**src/rtl/decode_pkg.sv**
```systemverilog
// Shared decode definitions: opcode values, class bit positions and per-opcode register usage.
package decode_pkg;

  localparam int unsigned OP_NOP  = 0;
  localparam int unsigned OP_ADD  = 1;
  localparam int unsigned OP_ADDI = 2;
  localparam int unsigned OP_SUB  = 3;
  localparam int unsigned OP_MULT = 5;
  localparam int unsigned OP_DIV  = 7;
  localparam int unsigned OP_LR   = 8;
  localparam int unsigned OP_SR   = 9;
  localparam int unsigned OP_BLEQ = 13;
  localparam int unsigned OP_AND  = 14;
  localparam int unsigned OP_BEQ  = 18;
  localparam int unsigned OP_BNEQ = 19;
  localparam int unsigned OP_BGEQ = 22;
  localparam int unsigned OP_BGT  = 23;
  localparam int unsigned OP_MOV  = 27;

  localparam int unsigned CLS_ALU    = 0;
  localparam int unsigned CLS_LOAD   = 1;
  localparam int unsigned CLS_STORE  = 2;
  localparam int unsigned CLS_BRANCH = 3;
  localparam int unsigned CLS_WIDTH  = 4;

  // Port A reads rs (or rd when src_a_sel); port B reads rn (or rs when src_a_sel).
  typedef struct packed {
    logic reads_a;
    logic reads_b;
    logic src_a_sel;
    logic writes;
  } reg_usage_t;

  function automatic reg_usage_t op_usage(input int unsigned op);
    reg_usage_t u;
    u = '0;
    case (op)
      OP_ADD, OP_SUB, OP_MULT, OP_DIV, OP_AND: begin
        u.reads_a = 1'b1;
        u.reads_b = 1'b1;
        u.writes  = 1'b1;
      end
      OP_ADDI, OP_LR, OP_MOV: begin
        u.reads_a = 1'b1;
        u.writes  = 1'b1;
      end
      OP_SR: begin
        u.reads_a   = 1'b1;
        u.reads_b   = 1'b1;
        u.src_a_sel = 1'b1;
      end
      OP_BLEQ, OP_BEQ, OP_BNEQ, OP_BGEQ, OP_BGT: begin
        u.reads_a = 1'b1;
        u.reads_b = 1'b1;
      end
      default: u = '0;
    endcase
    return u;
  endfunction

  function automatic logic [CLS_WIDTH-1:0] op_class(input int unsigned op);
    logic [CLS_WIDTH-1:0] c;
    c = '0;
    case (op)
      OP_ADD, OP_ADDI, OP_SUB, OP_MULT, OP_DIV, OP_AND, OP_MOV: c[CLS_ALU] = 1'b1;
      OP_LR:                                                    c[CLS_LOAD] = 1'b1;
      OP_SR:                                                    c[CLS_STORE] = 1'b1;
      OP_BLEQ, OP_BEQ, OP_BNEQ, OP_BGEQ, OP_BGT:                c[CLS_BRANCH] = 1'b1;
      default:                                                  c = '0;
    endcase
    return c;
  endfunction

  function automatic logic op_defined(input int unsigned op);
    logic d;
    case (op)
      OP_NOP, OP_ADD, OP_ADDI, OP_SUB, OP_MULT, OP_DIV, OP_LR, OP_SR, OP_BLEQ, OP_AND,
      OP_BEQ, OP_BNEQ, OP_BGEQ, OP_BGT, OP_MOV: d = 1'b1;
      default:                                  d = 1'b0;
    endcase
    return d;
  endfunction

endpackage

```
**src/rtl/decode_stage_if.sv**
```systemverilog
// Decode stage bundle: fetch handshake, decoded output handshake, writeback report and flush.
interface decode_stage_if #(
  parameter int unsigned INSTRUCTION_WIDTH = 19,
  parameter int unsigned WIDTH_OPCODE      = 5,
  parameter int unsigned REGFILE_ADDR_BITS = 2,
  parameter int unsigned DATA_WIDTH        = 16
) ();

  logic                             in_valid;
  logic                             in_ready;
  logic [INSTRUCTION_WIDTH-1:0]     in_instr;

  logic                             out_valid;
  logic                             out_ready;
  logic [WIDTH_OPCODE-1:0]          out_opcode;
  logic [REGFILE_ADDR_BITS-1:0]     out_rd;
  logic [REGFILE_ADDR_BITS-1:0]     out_rs;
  logic [REGFILE_ADDR_BITS-1:0]     out_rn;
  logic [DATA_WIDTH-1:0]            out_imm;
  logic [decode_pkg::CLS_WIDTH-1:0] out_class;
  logic                             out_writes_reg;
  logic                             out_illegal;

  logic                             wb_valid;
  logic [REGFILE_ADDR_BITS-1:0]     wb_reg;
  logic                             flush;

  // Environment side: fetch, downstream consumer and writeback.
  modport master (
    output in_valid, in_instr, out_ready, wb_valid, wb_reg, flush,
    input  in_ready, out_valid, out_opcode, out_rd, out_rs, out_rn, out_imm, out_class,
           out_writes_reg, out_illegal
  );

  // Decode stage side.
  modport slave (
    input  in_valid, in_instr, out_ready, wb_valid, wb_reg, flush,
    output in_ready, out_valid, out_opcode, out_rd, out_rs, out_rn, out_imm, out_class,
           out_writes_reg, out_illegal
  );

endinterface

```
**src/rtl/decode_scoreboard.sv**
```systemverilog
// Pending-write bitmap for RAW/WAW stalls; a writeback clear is bypassed into the same-cycle query.
module decode_scoreboard #(
  parameter int unsigned REGFILE_ADDR_BITS = 2
) (
  input  logic                         clk,
  input  logic                         rst_n,
  input  logic                         set_en,
  input  logic [REGFILE_ADDR_BITS-1:0] set_reg,
  input  logic                         clr_en,
  input  logic [REGFILE_ADDR_BITS-1:0] clr_reg,
  input  logic                         squash_en,
  input  logic [REGFILE_ADDR_BITS-1:0] squash_reg,
  input  logic                         read_a_en,
  input  logic [REGFILE_ADDR_BITS-1:0] read_a_reg,
  input  logic                         read_b_en,
  input  logic [REGFILE_ADDR_BITS-1:0] read_b_reg,
  input  logic                         write_en,
  input  logic [REGFILE_ADDR_BITS-1:0] write_reg,
  output logic                         hazard
);

  localparam int unsigned NUM_REGS = 2 ** REGFILE_ADDR_BITS;

  logic [NUM_REGS-1:0] pending_q;
  logic [NUM_REGS-1:0] pending_d;
  logic [NUM_REGS-1:0] visible;

  always_comb begin
    visible = pending_q;
    if (clr_en) visible[clr_reg] = 1'b0;
  end

  assign hazard = (read_a_en & visible[read_a_reg]) |
                  (read_b_en & visible[read_b_reg]) |
                  (write_en  & visible[write_reg]);

  // Set is applied last so it wins over a same-cycle clear of the same register.
  always_comb begin
    pending_d = visible;
    if (squash_en) pending_d[squash_reg] = 1'b0;
    if (set_en)    pending_d[set_reg]    = 1'b1;
    pending_d[0] = 1'b0;
  end

  always_ff @(posedge clk or negedge rst_n) begin
    if (!rst_n) begin
      pending_q <= '0;
    end else begin
      pending_q <= pending_d;
    end
  end

endmodule

```
**src/rtl/decode_stage.sv**
```systemverilog
// Registered handshaked instruction decode with scoreboard stalls.
// Optional: define DECODE_ILLEGAL_TRAP_EN to flag undefined opcodes and halt until flush.
module decode_stage
  import decode_pkg::*;
#(
  parameter int unsigned INSTRUCTION_WIDTH = 19,
  parameter int unsigned WIDTH_OPCODE      = 5,
  parameter int unsigned REGFILE_ADDR_BITS = 2,
  parameter int unsigned IMMEDIATE_WIDTH   = 8,
  parameter int unsigned DATA_WIDTH        = 16
) (
  input logic           clk,
  input logic           rst_n,
  decode_stage_if.slave bus
);

  localparam int unsigned RD_LSB = INSTRUCTION_WIDTH - WIDTH_OPCODE - REGFILE_ADDR_BITS;
  localparam int unsigned RS_LSB = RD_LSB - REGFILE_ADDR_BITS;
  localparam int unsigned RN_LSB = RS_LSB - REGFILE_ADDR_BITS;

  logic [WIDTH_OPCODE-1:0]      opcode;
  logic [REGFILE_ADDR_BITS-1:0] rd;
  logic [REGFILE_ADDR_BITS-1:0] rs;
  logic [REGFILE_ADDR_BITS-1:0] rn;
  logic [IMMEDIATE_WIDTH-1:0]   imm;
  logic [DATA_WIDTH-1:0]        imm_ext;
  reg_usage_t                   usage;
  logic [CLS_WIDTH-1:0]         cls;
  logic                         writes;
  logic                         hazard;
  logic                         halted;
  logic                         ready;
  logic                         accept;

  assign opcode = bus.in_instr[INSTRUCTION_WIDTH-1 -: WIDTH_OPCODE];
  assign rd     = bus.in_instr[RD_LSB +: REGFILE_ADDR_BITS];
  assign rs     = bus.in_instr[RS_LSB +: REGFILE_ADDR_BITS];
  assign rn     = bus.in_instr[RN_LSB +: REGFILE_ADDR_BITS];
  assign imm    = bus.in_instr[IMMEDIATE_WIDTH-1:0];

  always_comb begin
    imm_ext = {DATA_WIDTH{imm[IMMEDIATE_WIDTH-1]}};
    imm_ext[IMMEDIATE_WIDTH-1:0] = imm;
  end

  assign usage  = op_usage(32'(opcode));
  assign cls    = op_class(32'(opcode));
  assign writes = usage.writes & (rd != '0);

  // Output register state.
  logic                         out_valid_q;
  logic                         out_valid_d;
  logic [WIDTH_OPCODE-1:0]      opcode_q;
  logic [REGFILE_ADDR_BITS-1:0] rd_q;
  logic [REGFILE_ADDR_BITS-1:0] rs_q;
  logic [REGFILE_ADDR_BITS-1:0] rn_q;
  logic [DATA_WIDTH-1:0]        imm_q;
  logic [CLS_WIDTH-1:0]         class_q;
  logic                         writes_q;

  assign ready  = rst_n & (~out_valid_q | bus.out_ready) & ~hazard & ~halted & ~bus.flush;
  assign accept = bus.in_valid & ready;

  decode_scoreboard #(
    .REGFILE_ADDR_BITS (REGFILE_ADDR_BITS)
  ) u_scoreboard (
    .clk        (clk),
    .rst_n      (rst_n),
    .set_en     (accept & writes),
    .set_reg    (rd),
    .clr_en     (bus.wb_valid),
    .clr_reg    (bus.wb_reg),
    .squash_en  (bus.flush & out_valid_q & writes_q),
    .squash_reg (rd_q),
    .read_a_en  (usage.reads_a),
    .read_a_reg (usage.src_a_sel ? rd : rs),
    .read_b_en  (usage.reads_b),
    .read_b_reg (usage.src_a_sel ? rs : rn),
    .write_en   (writes),
    .write_reg  (rd),
    .hazard     (hazard)
  );

  always_comb begin
    out_valid_d = out_valid_q;
    if (bus.flush) begin
      out_valid_d = 1'b0;
    end else if (accept) begin
      out_valid_d = 1'b1;
    end else if (bus.out_ready) begin
      out_valid_d = 1'b0;
    end
  end

  always_ff @(posedge clk or negedge rst_n) begin
    if (!rst_n) begin
      out_valid_q <= 1'b0;
      opcode_q    <= '0;
      rd_q        <= '0;
      rs_q        <= '0;
      rn_q        <= '0;
      imm_q       <= '0;
      class_q     <= '0;
      writes_q    <= 1'b0;
    end else begin
      out_valid_q <= out_valid_d;
      if (accept) begin
        opcode_q <= opcode;
        rd_q     <= rd;
        rs_q     <= rs;
        rn_q     <= rn;
        imm_q    <= imm_ext;
        class_q  <= cls;
        writes_q <= writes;
      end
    end
  end

`ifdef DECODE_ILLEGAL_TRAP_EN
  logic illegal;
  logic illegal_q;
  logic halted_q;
  logic halted_d;

  assign illegal = ~op_defined(32'(opcode));

  always_comb begin
    halted_d = halted_q;
    if (bus.flush) begin
      halted_d = 1'b0;
    end else if (accept && illegal) begin
      halted_d = 1'b1;
    end
  end

  always_ff @(posedge clk or negedge rst_n) begin
    if (!rst_n) begin
      halted_q  <= 1'b0;
      illegal_q <= 1'b0;
    end else begin
      halted_q <= halted_d;
      if (accept) illegal_q <= illegal;
    end
  end

  assign halted          = halted_q;
  assign bus.out_illegal = illegal_q;
`else
  assign halted          = 1'b0;
  assign bus.out_illegal = 1'b0;
`endif

  assign bus.in_ready       = ready;
  assign bus.out_valid      = out_valid_q;
  assign bus.out_opcode     = opcode_q;
  assign bus.out_rd         = rd_q;
  assign bus.out_rs         = rs_q;
  assign bus.out_rn         = rn_q;
  assign bus.out_imm        = imm_q;
  assign bus.out_class      = class_q;
  assign bus.out_writes_reg = writes_q;

endmodule

```
**src/flat_wrapper.sv**
```systemverilog
// flat-port wrapper written by rule: the top's interface ports become plain ports
module decode_stage_flat import decode_pkg::*;
#(
  parameter int unsigned INSTRUCTION_WIDTH = 19,
  parameter int unsigned WIDTH_OPCODE      = 5,
  parameter int unsigned REGFILE_ADDR_BITS = 2,
  parameter int unsigned IMMEDIATE_WIDTH   = 8,
  parameter int unsigned DATA_WIDTH        = 16
)
  (clk, rst_n, bus_in_valid, bus_in_instr, bus_out_ready, bus_wb_valid, bus_wb_reg, bus_flush, bus_in_ready, bus_out_valid, bus_out_opcode, bus_out_rd, bus_out_rs, bus_out_rn, bus_out_imm, bus_out_class, bus_out_writes_reg, bus_out_illegal);
  decode_stage_if #(.INSTRUCTION_WIDTH(INSTRUCTION_WIDTH), .WIDTH_OPCODE(WIDTH_OPCODE), .REGFILE_ADDR_BITS(REGFILE_ADDR_BITS), .DATA_WIDTH(DATA_WIDTH)) bus_i ();
  input logic clk;
  input logic rst_n;
  input wire logic [$bits(bus_i.in_valid)-1:0] bus_in_valid;
  input wire logic [$bits(bus_i.in_instr)-1:0] bus_in_instr;
  input wire logic [$bits(bus_i.out_ready)-1:0] bus_out_ready;
  input wire logic [$bits(bus_i.wb_valid)-1:0] bus_wb_valid;
  input wire logic [$bits(bus_i.wb_reg)-1:0] bus_wb_reg;
  input wire logic [$bits(bus_i.flush)-1:0] bus_flush;
  output wire logic [$bits(bus_i.in_ready)-1:0] bus_in_ready;
  output wire logic [$bits(bus_i.out_valid)-1:0] bus_out_valid;
  output wire logic [$bits(bus_i.out_opcode)-1:0] bus_out_opcode;
  output wire logic [$bits(bus_i.out_rd)-1:0] bus_out_rd;
  output wire logic [$bits(bus_i.out_rs)-1:0] bus_out_rs;
  output wire logic [$bits(bus_i.out_rn)-1:0] bus_out_rn;
  output wire logic [$bits(bus_i.out_imm)-1:0] bus_out_imm;
  output wire logic [$bits(bus_i.out_class)-1:0] bus_out_class;
  output wire logic [$bits(bus_i.out_writes_reg)-1:0] bus_out_writes_reg;
  output wire logic [$bits(bus_i.out_illegal)-1:0] bus_out_illegal;
  assign bus_i.in_valid = bus_in_valid;
  assign bus_i.in_instr = bus_in_instr;
  assign bus_i.out_ready = bus_out_ready;
  assign bus_i.wb_valid = bus_wb_valid;
  assign bus_i.wb_reg = bus_wb_reg;
  assign bus_i.flush = bus_flush;
  assign bus_in_ready = bus_i.in_ready;
  assign bus_out_valid = bus_i.out_valid;
  assign bus_out_opcode = bus_i.out_opcode;
  assign bus_out_rd = bus_i.out_rd;
  assign bus_out_rs = bus_i.out_rs;
  assign bus_out_rn = bus_i.out_rn;
  assign bus_out_imm = bus_i.out_imm;
  assign bus_out_class = bus_i.out_class;
  assign bus_out_writes_reg = bus_i.out_writes_reg;
  assign bus_out_illegal = bus_i.out_illegal;
  decode_stage #(.INSTRUCTION_WIDTH(INSTRUCTION_WIDTH), .WIDTH_OPCODE(WIDTH_OPCODE), .REGFILE_ADDR_BITS(REGFILE_ADDR_BITS), .IMMEDIATE_WIDTH(IMMEDIATE_WIDTH), .DATA_WIDTH(DATA_WIDTH)) u_core (.clk(clk), .rst_n(rst_n), .bus(bus_i));
endmodule
```
**config.mk**
```make
export PLATFORM = sky130hd
export DESIGN_NAME = decode_stage_flat
export DESIGN_NICKNAME = d
export VERILOG_FILES = /design/src/rtl/decode_pkg.sv /design/src/rtl/decode_stage_if.sv /design/src/rtl/decode_scoreboard.sv /design/src/rtl/decode_stage.sv /design/src/flat_wrapper.sv
export SDC_FILE = /design/constraint.sdc
export NUM_CORES = 1
export LEC_CHECK = 0
export ABC_AREA = 0
export BUFFER_PORTS_ARGS = -buffer_cell sky130_fd_sc_hd__clkbuf_2
export CORE_MARGIN = 2
export CORE_UTILIZATION = 30
export CTS_CLUSTER_DIAMETER = 50
export DETAILED_ROUTE_END_ITERATION = 8
export SYNTH_ARGS = -nofsm -noshare
export SYNTH_HDL_FRONTEND = slang
export SYNTH_SLANG_ARGS = --single-unit
```
**constraint.sdc**
```tcl
create_clock -name clk -period 4.5 [get_ports clk]
set_input_delay 0.45 -clock clk [delete_from_list [all_inputs] [get_ports clk]]
set_output_delay 0.45 -clock clk [all_outputs]
set_load 0.01 [all_outputs]
```
==> impl_metrics.env, run 1 <==
export IMPL_maxCapViolCount=0
export IMPL_synth_top_cell_area_share_pct=40.9
export IMPL_crit_type="input pin to output pin"
export IMPL_drive_gt1_share_pct=51.3
export IMPL_ys_warn_count=0
export IMPL_clkPwrFrac_pct=20.1
export IMPL_vias_per_cell=4.79
export IMPL_cts_buffers=3
export IMPL_cts_sinks=28
export IMPL_antenna_left=0
export IMPL_switching_power_w=0.000239
export IMPL_hpwl_microns=2760
export IMPL_synth_most_common_cell="dfrtp_1"
export IMPL_diodes=0
export IMPL_pre_cts_slack_ps=1830
export IMPL_first_pass_iters=3
export IMPL_crit_path_frequent_cell="clkbuf_2"
export IMPL_final_cells=271
export IMPL_grt_pass1_wl_microns=5920
export IMPL_cts_buffer_depth=2
export IMPL_setup_tns_ps=0
export IMPL_r2r_start="u_core.u_scoreboard.pending_q[3]"
export IMPL_grt_max_degree=30
export IMPL_path_cells="clkbuf_2, or3b_4, nand4_1, or4b_1, o211ai_2, and3_1, clkbuf_2"
export IMPL_status="finished clean"
export IMPL_post_cts_buffers=0
export IMPL_worstPathMaxFanout=10
export IMPL_place_congestion=0.803
export IMPL_cts_htree_levels=1
export IMPL_combPwrFrac_pct=34.3
export IMPL_hold_violations=0
export IMPL_fmax_mhz=405
export IMPL_synth_cell_types=48
export IMPL_yosysSeqAreaShare_pct=40.9
export IMPL_dp_cells=267
export IMPL_io_pins=62
export IMPL_largest_register_ffs=8
export IMPL_drcViolationCount=0
export IMPL_grt_usage_pct=11.8
export IMPL_endpoint_kind="output pin"
export IMPL_cp_required_ps=4050
export IMPL_drt_initial_drc_count=104
export IMPL_nets=227
export IMPL_synth_area_per_cell_sq_um=11.5
export IMPL_synth_enable_flop_cells=0
export IMPL_skew_ps=7.96
export IMPL_netlist_area_sq_mm=0.00171
export IMPL_core_area_sq_mm=0.00551
export IMPL_synthTopCellsByArea="dfrtp_1, mux2_4, mux2_2"
export IMPL_max_stage_delay_ps=550
export IMPL_antenna_found_initial=0
export IMPL_synthArstFlopShare_pct=100
export IMPL_cp_slowest_cell="or4b_1"
export IMPL_powerDensity_mw_per_mm2=371
export IMPL_worstPathArrival_ps=2020
export IMPL_p_sw_share_pct=31.4
export IMPL_start_kind="input pin"
export IMPL_timing_final_crit_period_ps=2470
export IMPL_die_area_sq_mm=0.00633
export IMPL_slew_viol_final=0
export IMPL_die_h_microns=79.6
export IMPL_cp_num_buf_inv=2
export IMPL_cts_tree="built"
export IMPL_initial_core_util_pct=31.1
export IMPL_cp_top_family="simple AND/OR/NAND/NOR gates"
export IMPL_period_share_pct=54.9
export IMPL_cts_root_buf="clkbuf_8"
export IMPL_rrSetupSlack_ps=2370
export IMPL_finalWorstSetupSlack_ps=2030
export IMPL_rsz0062_at_grt="no"
export IMPL_synth_flop_cell="dfrtp_1"
export IMPL_routed_wl_microns=3510
export IMPL_cts_hold_buf=0
export IMPL_clk_latency_ps=270
export IMPL_gr_total_overflow=0
export IMPL_ctsResizeCount=0
export IMPL_via_count=1297
export IMPL_setup_violations=0
export IMPL_synthTopCellsByCount="dfrtp_1, mux2_4, nand2_1, buf_4, mux2_2"
export IMPL_wl_per_cell_microns=12.9
export IMPL_clk_pin_slew_ps=100
export IMPL_intPower_w=0.000524
export IMPL_hold_path_class="input pin to asynchronous set/reset pin"
export IMPL_yosysTopAreaCell="dfrtp_1"
export IMPL_syn2layout_area_growth_pct=19.9
export IMPL_numPortBuffers=60
export IMPL_grt_pass1_vias=1229
export IMPL_power_leakage_nw=1.02
export IMPL_vdd_drop_max_mv=0.152
export IMPL_die_x_microns=79.6
export IMPL_syn_instance_count=149
export IMPL_power_frac_seq_pct=45.6
export IMPL_rows=27
export IMPL_ys_ff_latch=28
export IMPL_syn_num_nets=176
export IMPL_critPathLaunch="bus_in_instr[14]"
[cell families (layout without fill, tap and decap cells)]
kind of cell	Yosys count	after routing	synth area share (%)
simple gates	41	41	15.1
flops	28	28	40.9
xor+xnor	2	2	1.02
buf+inv	20	70	7.59
other cells	1	1	0.219
compound gates	31	31	14.7
mux	26	26	20.5
[layout by cell type (no fill, tap or decap), types with 2 or more instances in the layout]
master	n
o41ai_2	3
nand3_1	2
and3_1	3
inv_1	5
mux2_2	9
dfrtp_1	28
o21ai_0	6
a21oi_1	3
nand2_1	11
mux2_4	16
clkbuf_2	60
nor3b_1	2
and4b_1	2
a31oi_1	3
nor2_1	2
nand3b_1	2
o211ai_1	4
nor3_1	2
clkbuf_8	4
nand2b_1	3
xor2_1	2
nand4_1	2
[power groups by stage]
| stage | registers (W) | clock network (W) | logic (W) |
|---|---|---|---|
| after floorplan | 0.000373 | 0 | 0.000160 |
| after global placement | 0.000353 | 0 | 0.000264 |
| after detailed placement | 0.000353 | 0 | 0.000267 |
| after CTS | 0.000349 | 0.000161 | 0.000267 |
| after global routing | 0.000357 | 0.000176 | 0.000287 |
| final | 0.000348 | 0.000154 | 0.000262 |
[worst paths after layout]
path / endpoint / cells after the start
setup / recovery: bus_in_ready / 7
hold / removal: u_core.bus.out_rs[1] / 2
setup reg to reg: u_core.bus.out_rn[0] / 6
hold reg to reg: u_core.bus.out_imm[4] / 1
max in group asynchronous: u_core.bus.out_rn[0] / 2
min in group clk: u_core.bus.out_valid / 2
[cell type report]
type	count	area [sq um]
timing repair buffer	61	308
fill	556	3450
multi-input combinational	101	883
clock buffer	4	55.1
inverter	5	18.8
sequential	28	701
tap	72	90.1
[per-layer routing]
layer	GRT usage, %	up-vias	part of all wire, %
met1	15.1	609	45
met2	19.4	40	47
met3	3.73	2	7.1
met4	2.76	0	0.66
met5	0	-	0
li1	-	646	-
[per-stage QoR]
step	hold slack, ps	instance area (sq um)	util [%]	total power, W
after floorplan	154	1710	-	0.000533
after global placement	478	2000	36.3	0.000617
after detailed placement	479	2000	36.3	0.000620
after CTS	176	2060	37.3	0.000777
after global routing	182	2060	37.3	0.000819
final	165	2060	37.3	0.000763
Note: power is estimated with default switching activity, not from simulation.
==> run 2: changes to the inputs <==
Clock period 4.5 ns to 2.5 ns, I/O delays scaled along.
==> run 2 against run 1 <==
Against the previous run:
- sequential power grew 80%
- hold slack got worse by 150 ps
- power up 77%
- setup slack got worse by 1600 ps
- flip-flop and latch count unchanged
- register-to-register slack worse by 1800 ps
- wire length up 3.9%
- non-clock buffer count is 3 higher
- critical path depth up 1
- first-iteration DRC count down 25%
- final cell count increased by 0.74%
- cell area rose by 1.0%
- critical path type is now input pin to flop
- critical endpoint is now u_core.bus.out_rd[1]
==> impl_metrics.env, run 2 (same netlist as run 1, synthesis figures left out) <==
export IMPL_rows=27
export IMPL_period_share_pct=84.2
export IMPL_antenna_left=0
export IMPL_cts_root_buf="clkbuf_8"
export IMPL_cts_sinks=28
export IMPL_max_stage_delay_ps=430
export IMPL_path_cells="clkbuf_2, or3b_4, nor2_2, mux2i_1, a41oi_2, nand3_4, buf_12, mux2_2"
export IMPL_grt_pass1_vias=1223
export IMPL_grt_usage_pct=11.9
export IMPL_io_pins=62
export IMPL_cts_hold_buf=0
export IMPL_skew_ps=3.59
export IMPL_ctsResizeCount=0
export IMPL_vias_per_cell=4.87
export IMPL_cp_top_family="simple AND/OR/NAND/NOR gates"
export IMPL_cts_buffer_depth=2
export IMPL_post_cts_buffers=0
export IMPL_cts_buffers=3
export IMPL_worstPathMaxFanout=16
export IMPL_cp_slowest_cell="or3b_4"
export IMPL_hold_path_class="input pin to asynchronous set/reset pin"
export IMPL_die_h_microns=79.6
export IMPL_start_kind="input pin"
export IMPL_clk_latency_ps=270
export IMPL_cp_required_ps=2660
export IMPL_setup_violations=0
export IMPL_gr_total_overflow=0
export IMPL_core_area_sq_mm=0.00551
export IMPL_fmax_mhz=475
export IMPL_cts_tree="built"
export IMPL_grt_pass1_wl_microns=5930
export IMPL_routed_wl_microns=3640
export IMPL_syn2layout_area_growth_pct=21.2
export IMPL_place_congestion=0.777
export IMPL_grt_max_degree=29
export IMPL_first_pass_iters=4
export IMPL_drcViolationCount=0
export IMPL_final_common_cell="clkbuf_2"
export IMPL_numPortBuffers=60
export IMPL_worstPathArrival_ps=2270
export IMPL_die_area_sq_mm=0.00633
export IMPL_die_x_microns=79.6
export IMPL_rsz0062_at_grt="no"
export IMPL_finalWorstSetupSlack_ps=394
export IMPL_pre_cts_slack_ps=131
export IMPL_slew_viol_final=0
export IMPL_diodes=0
export IMPL_power_leakage_nw=1.03
export IMPL_hpwl_microns=2900
export IMPL_antenna_found_initial=0
export IMPL_via_count=1330
export IMPL_endpoint_kind="flop"
export IMPL_maxCapViolCount=0
export IMPL_clk_pin_slew_ps=90
export IMPL_drt_initial_drc_count=78
export IMPL_powerDensity_mw_per_mm2=649
export IMPL_largest_register_ffs=8
export IMPL_cp_num_buf_inv=2
export IMPL_vdd_drop_max_mv=0.297
export IMPL_wl_per_cell_microns=13.3
export IMPL_timing_final_crit_period_ps=2110
export IMPL_hold_violations=0
export IMPL_drive_gt1_share_pct=51.7
export IMPL_nets=230
export IMPL_final_cell_mix="clkbuf_2, dfrtp_1, mux2_4"
export IMPL_setup_tns_ps=0
export IMPL_cts_htree_levels=1
export IMPL_status="finished clean"
export IMPL_nFillCells=578
export IMPL_initial_core_util_pct=31.1
export IMPL_crit_type="input pin to flop"
==> run 2: worst paths after layout <==
check	startpoint	to	slack (ps)	cells after the start
worst min register to register	u_core.bus.out_imm[2]	u_core.bus.out_imm[2]	520	1
worst max register to register	u_core.u_scoreboard.pending_q[1]	u_core.bus.out_opcode[1]	540	7
worst min-delay path	rst_n	u_core.bus.out_imm[7]	10	2
min in group clk	bus_in_valid	u_core.bus.out_class[0]	190	2
max in group asynchronous	rst_n	u_core.bus.out_imm[1]	2220	2
worst max-delay path	bus_in_instr[14]	u_core.bus.out_rd[1]	390	8
==> run 2: final cells by class <==
| type | count | area [sq um] | share of cell area [%] |
|---|---|---|---|
| well taps | 72 | 90.1 | 4.34 |
| clock buffers | 3 | 41.3 | 1.99 |
| flip-flops and latches | 28 | 701 | 33.7 |
| repair buffers | 64 | 343 | 16.5 |
| inverters | 5 | 18.8 | 0.904 |
| multi-input cells | 101 | 883 | 42.5 |
==> run 2: per-stage QoR <==
step                utilization, %  std cells  instance area, sq um  hold WS [ps]  power (W)
floorplan                        -        149                  1710         -45.6   0.000960
global placement              37.0        270                  2040           343    0.00112
detailed placement            37.0        270                  2040           333    0.00112
CTS                           37.7        273                  2080          31.7    0.00137
global route                  37.7        273                  2080          53.5    0.00144
finish                        37.7        273                  2080          12.2    0.00135
==> run 2: per-layer routing <==
metal  wire [microns]  GRT usage (%)
met5                0              0
met4               17           2.07
met3              242           3.51
met2             1730           19.2
met1             1660           16.1
==> run 2: power breakdown <==
part / total, W / internal, W / switching, W / leakage [nW]
Clock: 0.000242 / 0.000108 / 0.000134 / 0.0216
Combinational: 0.000481 / 0.000255 / 0.000225 / 0.667
Sequential: 0.000626 / 0.000553 / 0.0000722 / 0.344
==> run 3: changes to the inputs <==
Clock period 2.5 ns to 2.2 ns, I/O delays scaled along.
==> run 3 against run 2 <==
Against the previous run:
- sequential power increased by 14%
- die area unchanged
- largest cell class unchanged
- power increased by 18%
- critical endpoint is now bus_in_ready
- critical path type is now input pin to output pin
- hold slack improved by 140 ps
- non-clock buffer count increased by 10
- count of clock-buffer cells in the layout increased by 1
- final cell count increased by 4.0%
==> impl_metrics.env, run 3 (same netlist as run 1, synthesis figures left out) <==
export IMPL_cts_root_buf="clkbuf_8"
export IMPL_hpwl_microns=3060
export IMPL_antenna_found_initial=0
export IMPL_post_cts_buffers=0
export IMPL_cts_buffers=3
export IMPL_cts_sinks=28
export IMPL_period_share_pct=92.4
export IMPL_timing_final_crit_period_ps=2030
export IMPL_drcViolationCount=0
export IMPL_grt_pass1_wl_microns=6140
export IMPL_p_total_w=0.00159
export IMPL_clk_latency_ps=280
export IMPL_cts_buffer_depth=2
export IMPL_numPortBuffers=60
export IMPL_die_area_sq_mm=0.00633
export IMPL_grt_usage_pct=12.5
export IMPL_cp_required_ps=1980
export IMPL_drive_gt1_share_pct=53.8
export IMPL_multi_input_area_sq_um=883
export IMPL_antenna_left=0
export IMPL_worstPathArrival_ps=1810
export IMPL_clk_pin_slew_ps=100
export IMPL_drt_initial_drc_count=55
export IMPL_place_congestion=0.855
export IMPL_syn2layout_area_growth_pct=26.5
export IMPL_first_pass_iters=4
export IMPL_skew_ps=10.6
export IMPL_via_count=1396
export IMPL_cts_tree="built"
export IMPL_nets=240
export IMPL_grt_max_degree=29
export IMPL_worstPathMaxFanout=3
export IMPL_gr_total_overflow=0
export IMPL_regArea_sq_um=701
export IMPL_worst_r2r_cell_count=8
export IMPL_die_x_microns=79.6
export IMPL_powerDensity_mw_per_mm2=735
export IMPL_crit_type="input pin to output pin"
export IMPL_die_h_microns=79.6
export IMPL_hold_path_cell_count=2
export IMPL_slew_viol_final=0
export IMPL_start_kind="input pin"
export IMPL_diodes=0
export IMPL_final_cell_mix="clkbuf_2, dfrtp_1, mux2_4"
export IMPL_rows=27
export IMPL_hold_violations=0
export IMPL_power_leakage_nw=1.09
export IMPL_vias_per_cell=4.92
export IMPL_core_area_sq_mm=0.00551
export IMPL_maxCapViolCount=0
export IMPL_routed_wl_microns=3820
export IMPL_grt_pass1_vias=1331
export IMPL_nFillCells=554
export IMPL_io_pins=62
export IMPL_cts_htree_levels=1
export IMPL_largest_register_ffs=8
export IMPL_endpoint_kind="output pin"
export IMPL_setup_violations=0
export IMPL_fmax_mhz=492
export IMPL_vdd_drop_max_mv=0.454
export IMPL_wl_per_cell_microns=13.4
export IMPL_initial_core_util_pct=31.1
export IMPL_status="finished clean"
export IMPL_final_common_cell="clkbuf_2"
export IMPL_hold_path_class="input pin to flop"
export IMPL_rsz0062_at_grt="no"
export IMPL_final_util_pct=39.4
## run 3: layer usage
layer	up-vias	share of wire, %	global-route usage [%]
met5	-	0	0
met4	0	0.55	2.07
met3	2	4.4	3.05
met2	45	49	22.3
met1	682	46	15.3
li1	667	-	-
## run 3: power breakdown
| group | internal [W] | total (W) | switching (W) |
|---|---|---|---|
| registers | 0.000629 | 0.000711 | 0.0000826 |
| clock network | 0.000160 | 0.000320 | 0.000160 |
| logic | 0.000301 | 0.000561 | 0.000260 |
| total | 0.00109 | 0.00159 | 0.000502 |
## run 3: worst paths after layout
path,startpoint,end,slack [ps]
max,rst_n,bus_in_ready,170
min,bus_in_valid,u_core.bus.out_class[0],150
min in group asynchronous,rst_n,u_core.bus.out_imm[2],520
max reg2reg,u_core.u_scoreboard.pending_q[1],u_core.u_scoreboard.pending_q[3],320
min reg2reg,u_core.bus.out_imm[1],u_core.bus.out_imm[1],510
max in group asynchronous,rst_n,u_core.bus.out_opcode[3],1410
## run 3: critical path: stages
cell and delay (ps):
dlygate4sd3_1 530, clkbuf_2 130, and3b_1 190, o211ai_1 140, a21bo_2 290, and3_1 190, clkbuf_2 130
## run 3: cell type report
type / count / area share [%]
clock buffers: 4 / 2.54
inverters: 5 / 0.866
multi-input cells: 101 / 40.7
flip-flops and latches: 28 / 32.3
well taps: 72 / 4.15
repair buffers: 74 / 19.4
## run 3: repair_timing
action                    in CTS  in global routing
hold endpoints to repair      15                  0
hold buffers                   1                  0
resized for setup              0                  0
## run 3: metrics by stage
stage | instances | cell area (sq um) | worst slack, ps | setup TNS [ps] | hold WS (ps)
2_1_floorplan | 149 | 1710 | 138 | 0 | -75.6
3_3_place_gp | 279 | 2100 | 18.3 | 0 | 309
3_5_place_dp | 279 | 2100 | -49.1 | -367 | 307
4_1_cts | 284 | 2170 | 136 | 0 | 155
5_1_grt | 284 | 2170 | 55.3 | 0 | 146
6_report | 284 | 2170 | 167 | 0 | 154
